### src/rtl/pll_seq_ctl.sv
// Reference-clock-domain sequencer for the on-chip PLL: program dividers in standby,
// release, wait for lock, settle, then enable the downstream clock. Optional: PLL_SEQ_CTL_AUTO_RELOCK_EN.
module pll_seq_ctl #(
  parameter int SETUP_CYC    = 16,
  parameter int LOCK_TIMEOUT = 1024,
  parameter int SETTLE_CYC   = 8,
  parameter int CNT_W        = 12
) (
  input  logic       clk,
  input  logic       reset_l,
  input  logic       start,
  input  logic       stop,
  input  logic       cfg_wr,
  input  logic       cfg_m,
  input  logic [3:0] cfg_n,
  input  logic [3:0] cfg_pa,
  input  logic [3:0] cfg_pb,
  input  logic [3:0] cfg_pc,
  input  logic       pb_en,
  input  logic       pc_en,
  input  logic       pll_lock,
  output logic       pll_stby,
  output logic       pll_m0,
  output logic [3:0] pll_n,
  output logic [3:0] pll_pa,
  output logic [3:0] pll_pb,
  output logic [3:0] pll_pc,
  output logic       pll_pbstby,
  output logic       pll_pcstby,
  output logic       clk_en,
  output logic       locked,
  output logic       busy,
  output logic       err_timeout,
  output logic       err_lost,
  output logic       cfg_err
);

  typedef enum logic [2:0] {
    IDLE, PROG, WAKE, SETTLE, RUN, FAIL, LOST
  } state_t;

  state_t           state_q, state_d;
  logic [CNT_W-1:0] cnt_q, cnt_d, cnt_inc;
  logic             lock_q1, lock_s;
  logic             cfg_ok, start_ok, stby_d;

  // Divider changes and restarts are only legal while the PLL sits in standby.
  assign cfg_ok   = (state_q == IDLE) || (state_q == FAIL) || (state_q == LOST);
  assign start_ok = start && !stop && cfg_ok;
  assign cnt_inc  = (&cnt_q) ? cnt_q : cnt_q + 1'b1;
  assign stby_d   = (state_d == IDLE) || (state_d == PROG) ||
                    (state_d == FAIL) || (state_d == LOST);

  // NOTE: every variable gets a default before the case so no latch is inferred.
  always_comb begin
    state_d = state_q;
    cnt_d   = cnt_q;
    unique case (state_q)
      IDLE, FAIL, LOST: if (start) state_d = PROG;
      PROG: begin
        if (cnt_q == CNT_W'(SETUP_CYC - 1)) state_d = WAKE;
        else                                cnt_d   = cnt_inc;
      end
      WAKE: begin
        if (lock_s)                                   state_d = SETTLE;
        else if (cnt_q == CNT_W'(LOCK_TIMEOUT - 1))   state_d = FAIL;
        else                                          cnt_d   = cnt_inc;
      end
      SETTLE: begin
        if (!lock_s)                              state_d = WAKE;
        else if (cnt_q == CNT_W'(SETTLE_CYC - 1)) state_d = RUN;
        else                                      cnt_d   = cnt_inc;
      end
      RUN: begin
`ifdef PLL_SEQ_CTL_AUTO_RELOCK_EN
        if (!lock_s) state_d = PROG;
`else
        if (!lock_s) state_d = LOST;
`endif
      end
      default: state_d = IDLE;
    endcase
    if (stop) state_d = IDLE;
    if (state_d != state_q) cnt_d = '0;
  end

  // NOTE: sequential state uses non-blocking assignments so all flops update together.
  always_ff @(posedge clk) begin
    if (!reset_l) begin
      state_q     <= IDLE;
      cnt_q       <= '0;
      lock_q1     <= 1'b0;
      lock_s      <= 1'b0;
      pll_stby    <= 1'b1;
      pll_m0      <= 1'b0;
      pll_n       <= '0;
      pll_pa      <= '0;
      pll_pb      <= '0;
      pll_pc      <= '0;
      pll_pbstby  <= 1'b1;
      pll_pcstby  <= 1'b1;
      clk_en      <= 1'b0;
      locked      <= 1'b0;
      busy        <= 1'b0;
      err_timeout <= 1'b0;
      err_lost    <= 1'b0;
      cfg_err     <= 1'b0;
    end else begin
      lock_q1 <= pll_lock;
      lock_s  <= lock_q1;
      state_q <= state_d;
      cnt_q   <= cnt_d;

      if (cfg_wr && cfg_ok) begin
        pll_m0 <= cfg_m;
        pll_n  <= cfg_n;
        pll_pa <= cfg_pa;
        pll_pb <= cfg_pb;
        pll_pc <= cfg_pc;
      end
      cfg_err <= cfg_wr && !cfg_ok;

      // Outputs decode the next state so they change on the same edge as the state.
      pll_stby   <= stby_d;
      pll_pbstby <= ~pb_en | stby_d;
      pll_pcstby <= ~pc_en | stby_d;
      clk_en     <= (state_d == RUN);
      locked     <= (state_d == RUN);
      busy       <= (state_d == PROG) || (state_d == WAKE) || (state_d == SETTLE);

      if (start_ok)                                      err_timeout <= 1'b0;
      else if (state_q == WAKE && state_d == FAIL)       err_timeout <= 1'b1;
      if (start_ok)                                      err_lost    <= 1'b0;
      else if (state_q == RUN && !lock_s && !stop)       err_lost    <= 1'b1;
    end
  end

endmodule

### config.mk
export PLATFORM = sky130hd
export DESIGN_NAME = pll_seq_ctl
export DESIGN_NICKNAME = d
export VERILOG_FILES = /design/src/rtl/pll_seq_ctl.sv
export SDC_FILE = /design/constraint.sdc
export NUM_CORES = 1
export LEC_CHECK = 0
export CORE_UTILIZATION = 30
export DETAILED_ROUTE_END_ITERATION = 8
export DONT_BUFFER_PORTS = 1
export PLACE_DENSITY = 0.5
export SLEW_MARGIN = 20
export SYNTH_ARGS = -nofsm -noshare
export SYNTH_HDL_FRONTEND = slang
export SYNTH_SLANG_ARGS = --single-unit
### constraint.sdc
create_clock -name clk -period 4.7 [get_ports clk]
set_input_delay 0.47 -clock clk [delete_from_list [all_inputs] [get_ports clk]]
set_output_delay 0.47 -clock clk [all_outputs]
set_load 0.005 [all_outputs]
Word level (Yosys, flattened, before mapping)
Index checks and enable logic that the tools add are counted.
Widths: inputs -> output; s select.

cells by class
  add/subtract/negate cells = 1
  equality and inequality tests = 21
  multiplexer cells = 16
  bitwise gates (word level) = 5
  reduce and logical (&&, ||, !) cells = 25

operators by type and width
  operator               number
  $mux 12                6
  $pmux 12 s3            1
  $mux 3                 8
  $eq 3x3->1 const B     6
  $pmux 3 s5             1
  $add 12x1->12 const B  1
  $eq 12x10->1 const B   1
  $eq 12x3->1 const B    1
  $eq 12x4->1 const B    1
  $eq 3x2->1 const B     4
  $reduce_and 12->1      1
  $ne 2x2->1 const B     5
  $logic_and 1x1->1      7
  $logic_or 1x1->1       7
  $eq 3x1->1 const B     2
  $logic_not 3->1        2
  $reduce_and 6->1       1
  $reduce_or 2->1        2
  $logic_not 1->1        3
  $ne 3x3->1             1
  $not 1->1              3
  $reduce_bool 3->1      1
  $reduce_or 3->1        1
  $or 1x1->1             2

word-level totals
  flip-flop bits (word level) = 42
  input port bits = 25
  logic and storage cells = 85

Longest topological paths before layout
Gate-level depths: netlist of run 1.

  word-level depth = 10
  depth in mapped cells = 8
  depth with buffers taken out = 7

Least setup slack after synthesis of run 1
Ideal clock, no wire load.

  kind = flip-flop to flip-flop
  start point = register state_q[2]
  end point = register cnt_q[1]
  arrival = 1,690 ps
  required time = 4,575 ps
  path slack = 2,885 ps
  cell stages (with the launch flop) = 8
  cells stage by stage = dfxtp_1 > buf_2 > or3b_2 > o21ai_2 > nand2_1 > nand3_1 > mux2i_1 > nor2_1

on the way
  cells in the longest elaborated chain, start to end = 6
  elaborated cells on any way between the ends = 27
  classes of those cells = 12 x eq/ne; 10 x mux; 5 x reduce/logical

ends and longest elaborated chain
  item                                     line  source
  from (decl)                              42    state_t state_q, state_d;
  from (signal assigned)                   111   state_q <= state_d;
  $eq 3x3->1 (tied with other cells)       58    unique case (state_q)
  $reduce_or 3->1 (tied with other cells)  58
  $pmux 3 s5                               58
  $mux 3                                   83    if (stop) state_d = IDLE;
  $ne 3x3->1                               84    if (state_d != state_q) cnt_d = '0;
  $reduce_or 2->1 (no source line)         n/a
  to (signal assigned)                     112   cnt_q <= cnt_d;
  to (decl)                                43    logic [CNT_W-1:0] cnt_q, cnt_d, cnt_inc;

Parallel ways exist; a longest one is shown, timed or not.
A chain may end at the register's enable or synchronous reset.

Final worst setup path of run 1
  start point = register state_q[0]
  end point = register pll_n[1]

on the way
  cells in the longest elaborated chain, start to end = 4
  elaborated cells on any way between the ends = 6
  classes of those cells = 2 x eq/ne; 4 x reduce/logical

ends and longest elaborated chain
  item                                                  line  source
  $eq 3x3->1 / $logic_not 3->1 (equally long branches)  48    assign cfg_ok = (state_q == IDLE) || (state_q == FAIL) || (state_q == LOST);
  $logic_or 1x1->1                                      48
  $logic_or 1x1->1 *                                    48
  $logic_and 1x1->1 *                                   114   if (cfg_wr && cfg_ok) begin
  to (signal assigned)                                  116   pll_n <= cfg_n;
  to (decl)                                             24    output logic [3:0] pll_n,

Every way passes the cells marked *; elsewhere a longest branch is shown, timed or not.

==> metrics.md, run 1 <==
| Metric | Value |
|---|---|
| Status | `finished clean` |
| Root Buffer | `clkbuf_8` |
| RSZ-0062 raised after global routing | `false` |
| CTS max path bufs | `2` |
| Crit path max-delay cell type | `nand3b_1` |
| WS Path Type | `reg -> reg` |
| DP HPWL | `2909 um` |
| Power per cell area | `298.7 nW/um2` |
| Drt pass-1 iters | `4` |
| Num rows | `30` |
| Final Hold Violating Endpoints | `0` |
| Critical Path Sink Type | `flop` |
| Via count | `1501` |
| Initial Util | `0.3106` |
| Layout cells sized above 1 | `0.1429` |
| Clock sinks | `42` |
| Die ar. | `7333 um2` |
| WL/cell | `13.88 um` |
| Initial antenna violation count | `0` |
| Worst VDD drop | `0.1132 mV` |
| Synthesis-to-finish area growth | `4.711%` |
| Ant diodes | `0` |
| Die Y | `85.63 um` |
| Share of the clock period used by the worst path | `0.5290` |
| Pleak | `0.0008154 uW` |
| I/O Buffers | `0` |
| Post-layout net count | `242` |
| Clock slew at reported path FFs | `80 ps` |
| Largest net degree at the start of global routing | `25` |
| Mapped Nets | `248` |
| Antenna Violating Nets Remaining | `0` |
| Fin Clk Skew | `4.610 ps` |
| Num CTS Buffers | `5` |
| Min-Delay Path Class | `in -> reg` |
| Global router's overall resource usage | `0.1146` |
| Largest stage delay, worst path | `790 ps` |
| DRT iter0 DRCs | `34` |
| Post_cts resized | `0` |
| F_max | `402.2 MHz` |
| Cell variety after synth | `47` |
| Worst Setup Start Kind | `flop` |
| Placed Instances | `289` |
| Min Clock Period, post-route | `2486 ps` |
| DIE WIDTH | `85.63 um` |
| Slew @ Worst Pin | `1116 ps` |
| Synthesis Warnings | `0` |
| Sequential share of the synthesized area | `0.4007` |
| Max FO, Critical Path | `17` |
| Wire length of the first global-routing pass | `6617 um` |
| Clk Latency, worst-skew pair | `290 ps` |
| Worst EP required | `4890 ps` |
| Asr flop ratio synth | `0` |
| Post-synth EDFFs | `0` |
| Vias in the first global route | `1360` |
| # IOs | `51` |
| Setup TNS | `0 ps` |
| Non-filler instance count after layout | `297` |
| Total gr overflow | `0` |
| Mapped Cells | `222` |
| Post-CTS Hold Fix Bufs | `0` |
| Post-route DRC | `0` |
| H-tree depth | `2` |
| Critical path arrival | `2670 ps` |
| Wirelength, routed | `4121 um` |
| Mapped Area | `2098 um2` |
| Rel. slew slack | `0.2537` |
| Synthesized flop and latch total | `42` |
| Predominant post-synthesis flop cell | `dfxtp_1` |
| Max Cap Viol | `0` |
| Vias per std cell | `5.054` |
| Post-CTS setup repair buffer count | `0` |
| CTS tree | `yes` |
| Slew Viols, Final | `0` |
| Post-Syn Area per Cell | `9.452 um2` |
| Final setup viols | `0` |
| Placeable Area | `6756 um2` |
| Critical path cell sequence | `nor2_1 > o21ai_0 > nand3b_1 > mux2i_1 > nor2b_1` |
| RePlAce Congestion | `0.7763` |
[metal layers]
layer	track usage	routed length, um	up-vias
li1	-	-	760
met5	0	0	-
met3	0.03754	185	10
met2	0.1724	1856	27
met1	0.1474	1970	704
met4	0.05606	108	0
[cell families (layout without fill, tap and decap cells)]
group	after synthesis	count (layout)	synth area share
xor+xnor	12	12	0.05009
mux	21	21	0.1008
compound gates	24	24	0.08826
flops	42	42	0.4007
fa+ha+maj	1	1	0.005962
buf+inv	15	10	0.04531
simple gates	107	107	0.3089
[through the flow]
step	utilization	hold slack, ps	total power (uW)	area, um2	setup WS, ps
4_1_cts	0.3252	234.7	671.8	2197	2183
2_1_floorplan	-	411.9	430.7	2098	2885
5_1_grt	0.3252	229.4	690.6	2197	1947
3_5_place_dp	0.3124	427.3	434.7	2111	2197
6_report	0.3252	246.5	656.2	2197	2214
3_3_place_gp	0.3124	427.1	433.7	2111	2272
[worst max-delay path: cells and delay by family, from the launching register on]
kind	cells	cell delay, ps
mux	1	410
compound gates	1	240
simple gates	3	1090
flops	1	640
[synthesized netlist by cell type (2+ instances only)]
| cell type | n | area share |
|---|---|---|
| a21oi_1 | 6 | 0.014 |
| a31oi_1 | 3 | 0.0089 |
| and2_1 | 7 | 0.021 |
| and3_1 | 3 | 0.0089 |
| and3_2 | 2 | 0.0072 |
| and4_2 | 2 | 0.0095 |
| buf_4 | 6 | 0.021 |
| buf_6 | 2 | 0.011 |
| clkbuf_1 | 4 | 0.0072 |
| dfxtp_1 | 42 | 0.40 |
| inv_1 | 2 | 0.0036 |
| mux2i_1 | 20 | 0.095 |
| nand2_1 | 11 | 0.020 |
| nand2b_1 | 2 | 0.0060 |
| nand3_1 | 16 | 0.038 |
| nand3b_1 | 2 | 0.0072 |
| nand4_1 | 8 | 0.024 |
| nor2_1 | 11 | 0.020 |
| nor2_2 | 10 | 0.030 |
| nor2b_1 | 18 | 0.054 |
| nor3_1 | 4 | 0.0095 |
| nor4_4 | 2 | 0.020 |
| o21a_1 | 2 | 0.0072 |
| o21ai_0 | 4 | 0.0095 |
| xor2_1 | 11 | 0.046 |
[registers in the layout, indices dropped and copies added, names as in the netlist, 3 cells and up]
| register | cells |
|---|---|
| pll_pc | 4 |
| pll_pb | 4 |
| cnt_q | 12 |
| pll_pa | 4 |
| state_q | 3 |
| pll_n | 4 |
[layout by cell type, fill, tap and decap left out, drive strengths merged, types with 2 or more instances in the layout]
cell type / count
a31oi: 3
o21ai: 5
nand3b: 2
mux2i: 20
xor2: 11
nor4: 2
clkinv: 2
dfxtp: 42
and2: 8
or3b: 2
nand3: 16
a21oi: 6
nand2: 11
nor2: 21
and3: 5
clkbuf: 6
nor3: 4
and4: 2
nand2b: 2
nand4: 8
inv: 2
nor2b: 18
o21a: 2
[worst paths after layout]
path	slack, ps	end	start	cells past startpoint
hold reg to reg	440	lock_s	lock_q1	1
setup reg to reg	2210	pll_n[1]	state_q[0]	5
setup / recovery	2210	pll_n[1]	state_q[0]	5
hold / removal	250	pll_pcstby	pc_en	1
[final cells by class]
cell class	instances	area, um2
tap	80	100.1
clock inverter	2	13.76
clock buffer	6	72.57
multi-input combinational	165	1162
inverter	2	7.507
sequential	42	840.8
fill	700	4559
[report_power, final]
part / switching (uW) / internal, uW / leakage, uW
sequential: 9.86 / 367 / 0.000342
combinational: 24.0 / 23.7 / 0.000428
clock: 126 / 105 / 0.0000452
total: 160 / 496 / 0.000815
Note: power is estimated with default switching activity, not from simulation.
==> run 2, diff against run 1 <==
PLACE_DENSITY = 0.51   (was 0.5)
clock period = 2.26 ns   (was 4.7 ns; I/O delays follow)
==> run 2 against run 1 <==
Effect of this change:
- clock power increased by 110%
- total power increased by 110%
- setup slack got worse by 1900 ps
- routed wire length increased by 3.3%
- non-clock buffer count increased by 9
- cell count increased by 3.0%
- critical endpoint is now cnt_q[0]
- largest cell class unchanged
==> metrics.md, run 2 (synthesis gave the netlist of run 1 again) <==
| Metric | Value |
|---|---|
| Placeable Area | `6756 um2 (unchanged)` |
| # IOs | `51 (unchanged)` |
| Share of the clock period used by the worst path | `0.8723 (+0.3433)` |
| DRT iter0 DRCs | `62 (+82%)` |
| CTS max path bufs | `2 (unchanged)` |
| Clk Latency, worst-skew pair | `300 ps (about the same)` |
| Wirelength, routed | `4257 um (+3.3%)` |
| RePlAce Congestion | `0.7947 (+2.4%)` |
| Layout cells sized above 1 | `0.1681 (+0.02528)` |
| Vias in the first global route | `1471 (+8.2%)` |
| WP buf/inv | `1 (+1)` |
| Worst VDD drop | `0.2031 mV (+79%)` |
| DP HPWL | `3053 um (+4.9%)` |
| Seq pwr share | `0.564 (-0.011)` |
| Internal cell power | `1041 uW (+110%)` |
| Multi-input logic area | `1162 um2 (unchanged)` |
| Fillers | `698 (-0.29%)` |
| Post-layout net count | `251 (+3.7%)` |
| Clock sinks | `42 (unchanged)` |
| Setup TNS | `0 ps (unchanged)` |
| Slew @ Worst Pin | `394.5 ps (-721.6 ps)` |
| P_sw | `345.6 uW (+120%)` |
| Post-CTS setup repair buffer count | `0 (unchanged)` |
| Routing usage on met1 | `0.1415 (-0.005896)` |
| Most frequent cells in the layout | `dfxtp_1 (42), mux2i_1 (20), nor2b_1 (18)` |
| Post-CTS Hold Fix Bufs | `2 (+2)` |
| Fin Clk Skew | `11.87 ps (+7.262 ps)` |
| Power per cell area | `607.7 nW/um2 (+100%)` |
| Max Cap Viol | `0 (unchanged)` |
| RSZ-0062 raised after global routing | `false` |
| Wire length of the first global-routing pass | `6982 um (+5.5%)` |
| Vias per std cell | `4.951 (-2.0%)` |
| Num CTS Buffers | `5 (unchanged)` |
| Via count | `1515 (+0.93%)` |
| Switching part of the total power | `0.2492 (+0.005133)` |
| Largest net degree at the start of global routing | `25 (unchanged)` |
| Top reg by flops | `cnt_q` |
| WL/cell | `13.91 um (+0.26%)` |
| H-tree depth | `2 (unchanged)` |
| Crit path max-delay cell type | `or3b_1` |
| Most used routing layer | `met2` |
| Crit path depth | `7 (+2)` |
| Worst EP required | `2450 ps (-2440 ps)` |
| Antenna Violating Nets Remaining | `0 (unchanged)` |
| Worst Hold Depth | `1 (unchanged)` |
| Min-Delay Path Class | `in -> reg` |
| Combinational share of power | `0.082 (+0.009)` |
| CTS tree | `yes` |
| Die Y | `85.63 um (unchanged)` |
| Max FO, Critical Path | `12 (-5)` |
| Rel. slew slack | `0.7342 (+0.4805)` |
| Synthesis-to-finish area growth | `8.766%` |
| Critical Path Sink Type | `flop` |
| Slew Viols, Final | `0 (unchanged)` |
| Die ar. | `7333 um2 (unchanged)` |
| Post-layout util | `0.3378 (+0.01259)` |
| Most common cell after layout, fill and taps aside | `dfxtp_1` |
| Worst Setup Start Kind | `flop` |
| CP top delay family | `simple AND/OR/NAND/NOR gates` |
| Pleak | `0.0008641 uW (+6.0%)` |
| Clock slew at reported path FFs | `90 ps (about the same)` |
| Largest stage delay, worst path | `440 ps (-350 ps)` |
| Drt pass-1 iters | `6 (+2)` |
| Final setup viols | `0 (unchanged)` |
| FF/Latch Area | `840.8 um2 (unchanged)` |
| WS Path Type | `reg -> reg` |
| Critical path arrival | `2160 ps (-510 ps)` |
| Clk network pwr share | `0.354 (+0.002)` |
| Final Hold Violating Endpoints | `0 (unchanged)` |
| Post_cts resized | `0 (unchanged)` |
| Post-route DRC | `0 (unchanged)` |
| I/O Buffers | `0 (unchanged)` |
| Global router's overall resource usage | `0.1221 (+0.007531)` |
| Register-to-Register Path Depth | `7 (+2)` |
| Total gr overflow | `0 (unchanged)` |
| Initial antenna violation count | `0 (unchanged)` |
| Critical path cell sequence | `or3b_1 > a31oi_1 > a2111oi_2 > and2_4 > o311ai_4 > buf_12 > nor2_1` |
| DIE WIDTH | `85.63 um (unchanged)` |
| Root Buffer | `clkbuf_8` |
| Met2 usage | `0.2022 (+0.02982)` |
| Met3 GRT Util | `0.04427 (+0.006737)` |
| Initial Util | `0.3106 (unchanged)` |
| Status | `finished clean` |
| Ant diodes | `0 (unchanged)` |
| Max FFs per register | `12 (unchanged)` |
| Num rows | `30 (unchanged)` |
| Min Clock Period, post-route | `1971 ps (-514.8 ps)` |
| F_max | `507.3 MHz (+26%)` |
==> run 2: cell types whose count changed in the layout (fill, tap and decap cells not counted), sizes merged <==
| cell | previous run | this run |
|---|---|---|
| buf | 0 | 7 |
| dlygate4sd3 | 0 | 2 |
==> run 2: power groups by stage <==
stage | sequential, uW | combinational [uW] | clock (uW)
after floorplan | 795 | 101 | 0
after global placement | 800 | 112 | 0
after detailed placement | 801 | 112 | 0
after CTS | 783 | 115 | 512
after global routing | 786 | 127 | 539
final | 783 | 113 | 491
==> run 2: cell type report <==
type                    count  share of cell area
flip-flops and latches     42              0.3684
clock buffers               6             0.03180
inverters                   2            0.003289
well taps                  80             0.04386
repair buffers              9             0.03728
multi-input cells         165              0.5093
clock inverters             2            0.006031
==> run 2: final timing paths <==
path,start,to,slack [ps]
setup reg to reg,state_q[1],cnt_q[0],290
setup / recovery,state_q[1],cnt_q[0],290
hold / removal,reset_l,lock_s,50
hold reg to reg,lock_q1,lock_s,440
==> run 2: metrics by stage <==
stage,instance area (um2),cells,power [uW],setup slack [ps],hold slack (ps)
after detailed placement,2176,296,912.7,280.0,302.1
after global routing,2282,306,1452,87.92,37.45
after floorplan,2098,222,895.7,444.5,297.8
after global placement,2176,296,912.1,278.8,298.7
after CTS,2282,306,1411,267.2,39.89
final,2282,306,1387,288.7,54.01
==> run 2: metal layers <==
layer  vias up  wire length [um]
li1        780                 -
met1       698              1905
met2        32              2025
met3         5               251
met4         0                74
met5         -                 0
==> run 2: worst register-to-register path, cell delays in order (launching register included) <==
cell	delay [ps]
dfxtp_1	430
or3b_1	440
a31oi_1	210
a2111oi_2	80
and2_4	190
o311ai_4	270
buf_12	190
nor2_1	50
==> run 3, diff against run 2 <==
RECOVER_POWER = 100   (was not set)
==> run 3 against run 2 <==
Effect of this change:
- die area unchanged
- sequential share of layout area up 0.49 points
- clock power about the same
- register-to-register slack worse by 70 ps
- design area down 1.3%
- critical path depth unchanged
- sequential power about the same
- first-iteration DRC count up 13%
- total power down 0.31%
- setup slack worse by 74 ps
- largest power group unchanged
==> metrics.md, run 3 (synthesis gave the netlist of run 1 again) <==
| Metric | Value |
|---|---|
| Wirelength, routed | `4242 um (-0.35%)` |
| Global router's overall resource usage | `0.1221 (unchanged)` |
| Clock sinks | `42 (unchanged)` |
| Fillers | `705 (+1.0%)` |
| Slew @ Worst Pin | `563.2 ps (+168.7 ps)` |
| Total gr overflow | `0 (unchanged)` |
| F_max | `488.9 MHz (-3.6%)` |
| Worst Setup Start Kind | `flop` |
| Critical Path Sink Type | `flop` |
| Power per cell area | `613.9 nW/um2 (+1.0%)` |
| Setup TNS | `0 ps (unchanged)` |
| Post-route DRC | `0 (unchanged)` |
| Final setup viols | `0 (unchanged)` |
| Vias in the first global route | `1471 (unchanged)` |
| Clk Latency, worst-skew pair | `300 ps (about the same)` |
| DP HPWL | `3053 um (unchanged)` |
| DIE WIDTH | `85.63 um (unchanged)` |
| Top reg by flops | `cnt_q` |
| Worst EP required | `2450 ps (about the same)` |
| Critical path arrival | `2240 ps (+80 ps)` |
| Slew Viols, Final | `0 (unchanged)` |
| Rel. slew slack | `0.6245 (-0.1097)` |
| FF/Latch Area | `840.8 um2 (unchanged)` |
| CTS max path bufs | `2 (unchanged)` |
| Pleak | `0.0008620 uW (-0.25%)` |
| Initial Util | `0.3106 (unchanged)` |
| Drt pass-1 iters | `6 (unchanged)` |
| Largest net degree at the start of global routing | `25 (unchanged)` |
| Fin Clk Skew | `11.63 ps (-0.2436 ps)` |
| Post-layout net count | `251 (unchanged)` |
| Die Y | `85.63 um (unchanged)` |
| Post-CTS setup repair buffer count | `0 (unchanged)` |
| Most frequent cells in the layout | `dfxtp_1 (42), mux2i_1 (20), nor2b_1 (18), nor2_1 (18), nand3_1 (16)` |
| Num CTS Buffers | `5 (unchanged)` |
| Antenna Violating Nets Remaining | `0 (unchanged)` |
| Synthesis-to-finish area growth | `7.335%` |
| Min Clock Period, post-route | `2045 ps (+73.94 ps)` |
| Most common cell after layout, fill and taps aside | `dfxtp_1` |
| Worst VDD drop | `0.2032 mV (about the same)` |
| Min-Delay Path Class | `in -> reg` |
| Layout cells sized above 1 | `0.1327 (-0.03540)` |
| I/O Buffers | `0 (unchanged)` |
| WL/cell | `13.86 um (-0.35%)` |
| DP Area | `2176 um2 (unchanged)` |
| Placeable Area | `6756 um2 (unchanged)` |
| Fin worst setup slack | `214.8 ps (-73.94 ps)` |
| CTS tree | `yes` |
| Pre-CTS WS | `280.0 ps (unchanged)` |
| RePlAce Congestion | `0.7947 (unchanged)` |
| Multi-input logic area | `1135 um2 (-2.4%)` |
| Final Cell Area | `2252 um2 (-1.3%)` |
| Wire length of the first global-routing pass | `6982 um (unchanged)` |
| Initial antenna violation count | `0 (unchanged)` |
| Max FO, Critical Path | `12 (unchanged)` |
| RSZ-0062 raised after global routing | `false` |
| Final Hold Violating Endpoints | `0 (unchanged)` |
| Max FFs per register | `12 (unchanged)` |
| H-tree depth | `2 (unchanged)` |
| Max Cap Viol | `0 (unchanged)` |
| Num rows | `30 (unchanged)` |
| DRT iter0 DRCs | `70 (+13%)` |
| Status | `finished clean` |
| WS Path Type | `reg -> reg` |
| Ant diodes | `0 (unchanged)` |
| Post-CTS Hold Fix Bufs | `2 (unchanged)` |
| Share of the clock period used by the worst path | `0.9050 (+0.03272)` |
| Die ar. | `7333 um2 (unchanged)` |
| Root Buffer | `clkbuf_8` |
| Post_cts resized | `0 (unchanged)` |
| Clock slew at reported path FFs | `90 ps (about the same)` |
| # IOs | `51 (unchanged)` |
| Vias per std cell | `4.990 (+0.79%)` |
| Via count | `1527 (+0.79%)` |
run 3: changes by cell type in the layout (fill, tap and decap cells not counted), moves of 3 or more:
cell    before  now
nor2_1      11   18
and2_1       7    4
and2_0       0    3
nor2_2      10    3
run 3: final timing paths:
path	startpoint	end	cells after the start	slack (ps)
min	reset_l	lock_s	1	60
max reg2reg	state_q[1]	cnt_q[6]	7	210
max	state_q[1]	cnt_q[6]	7	210
min reg2reg	lock_q1	lock_s	1	440
run 3: critical path, stage by stage (launching register included):
cell and delay (ps):
dfxtp_1 430, or3b_1 440, a31oi_1 230, a2111oi_2 80, and2_4 180, o311ai_2 330
buf_12 190, nor2_1 50
run 3: where the power goes:
group | total, uW | switching [uW] | internal (uW)
clock network | 492 | 273 | 218
registers | 783 | 18.4 | 764
logic | 108 | 51.6 | 56.5
run 3: cell type report:
| cell class | count | area share |
|---|---|---|
| inverters | 2 | 0.003333 |
| clock inverters | 2 | 0.006111 |
| repair buffers | 9 | 0.03667 |
| well taps | 80 | 0.04444 |
| multi-input cells | 165 | 0.5039 |
| clock buffers | 6 | 0.03222 |
| flip-flops and latches | 42 | 0.3733 |
run 3: layer usage:
layer | GRT usage | up-vias | wire length (um) | part of all wire
met4 | 0.05455 | 0 | 70 | 0.017
met1 | 0.1415 | 715 | 1922 | 0.45
met3 | 0.04427 | 5 | 228 | 0.054
met2 | 0.2022 | 28 | 2020 | 0.48
li1 | - | 779 | - | -
met5 | 0 | - | 0 | 0
run 3: per-stage QoR:
stage                     cells    util  total power (uW)  hold WS (ps)
after floorplan             222       -             895.7         297.8
after global placement      296  0.3220             912.1         298.7
after detailed placement    296  0.3220             912.7         302.1
after CTS                   306  0.3378              1411         39.89
after global routing        306  0.3333              1447         37.49
final                       306  0.3333              1382         56.78
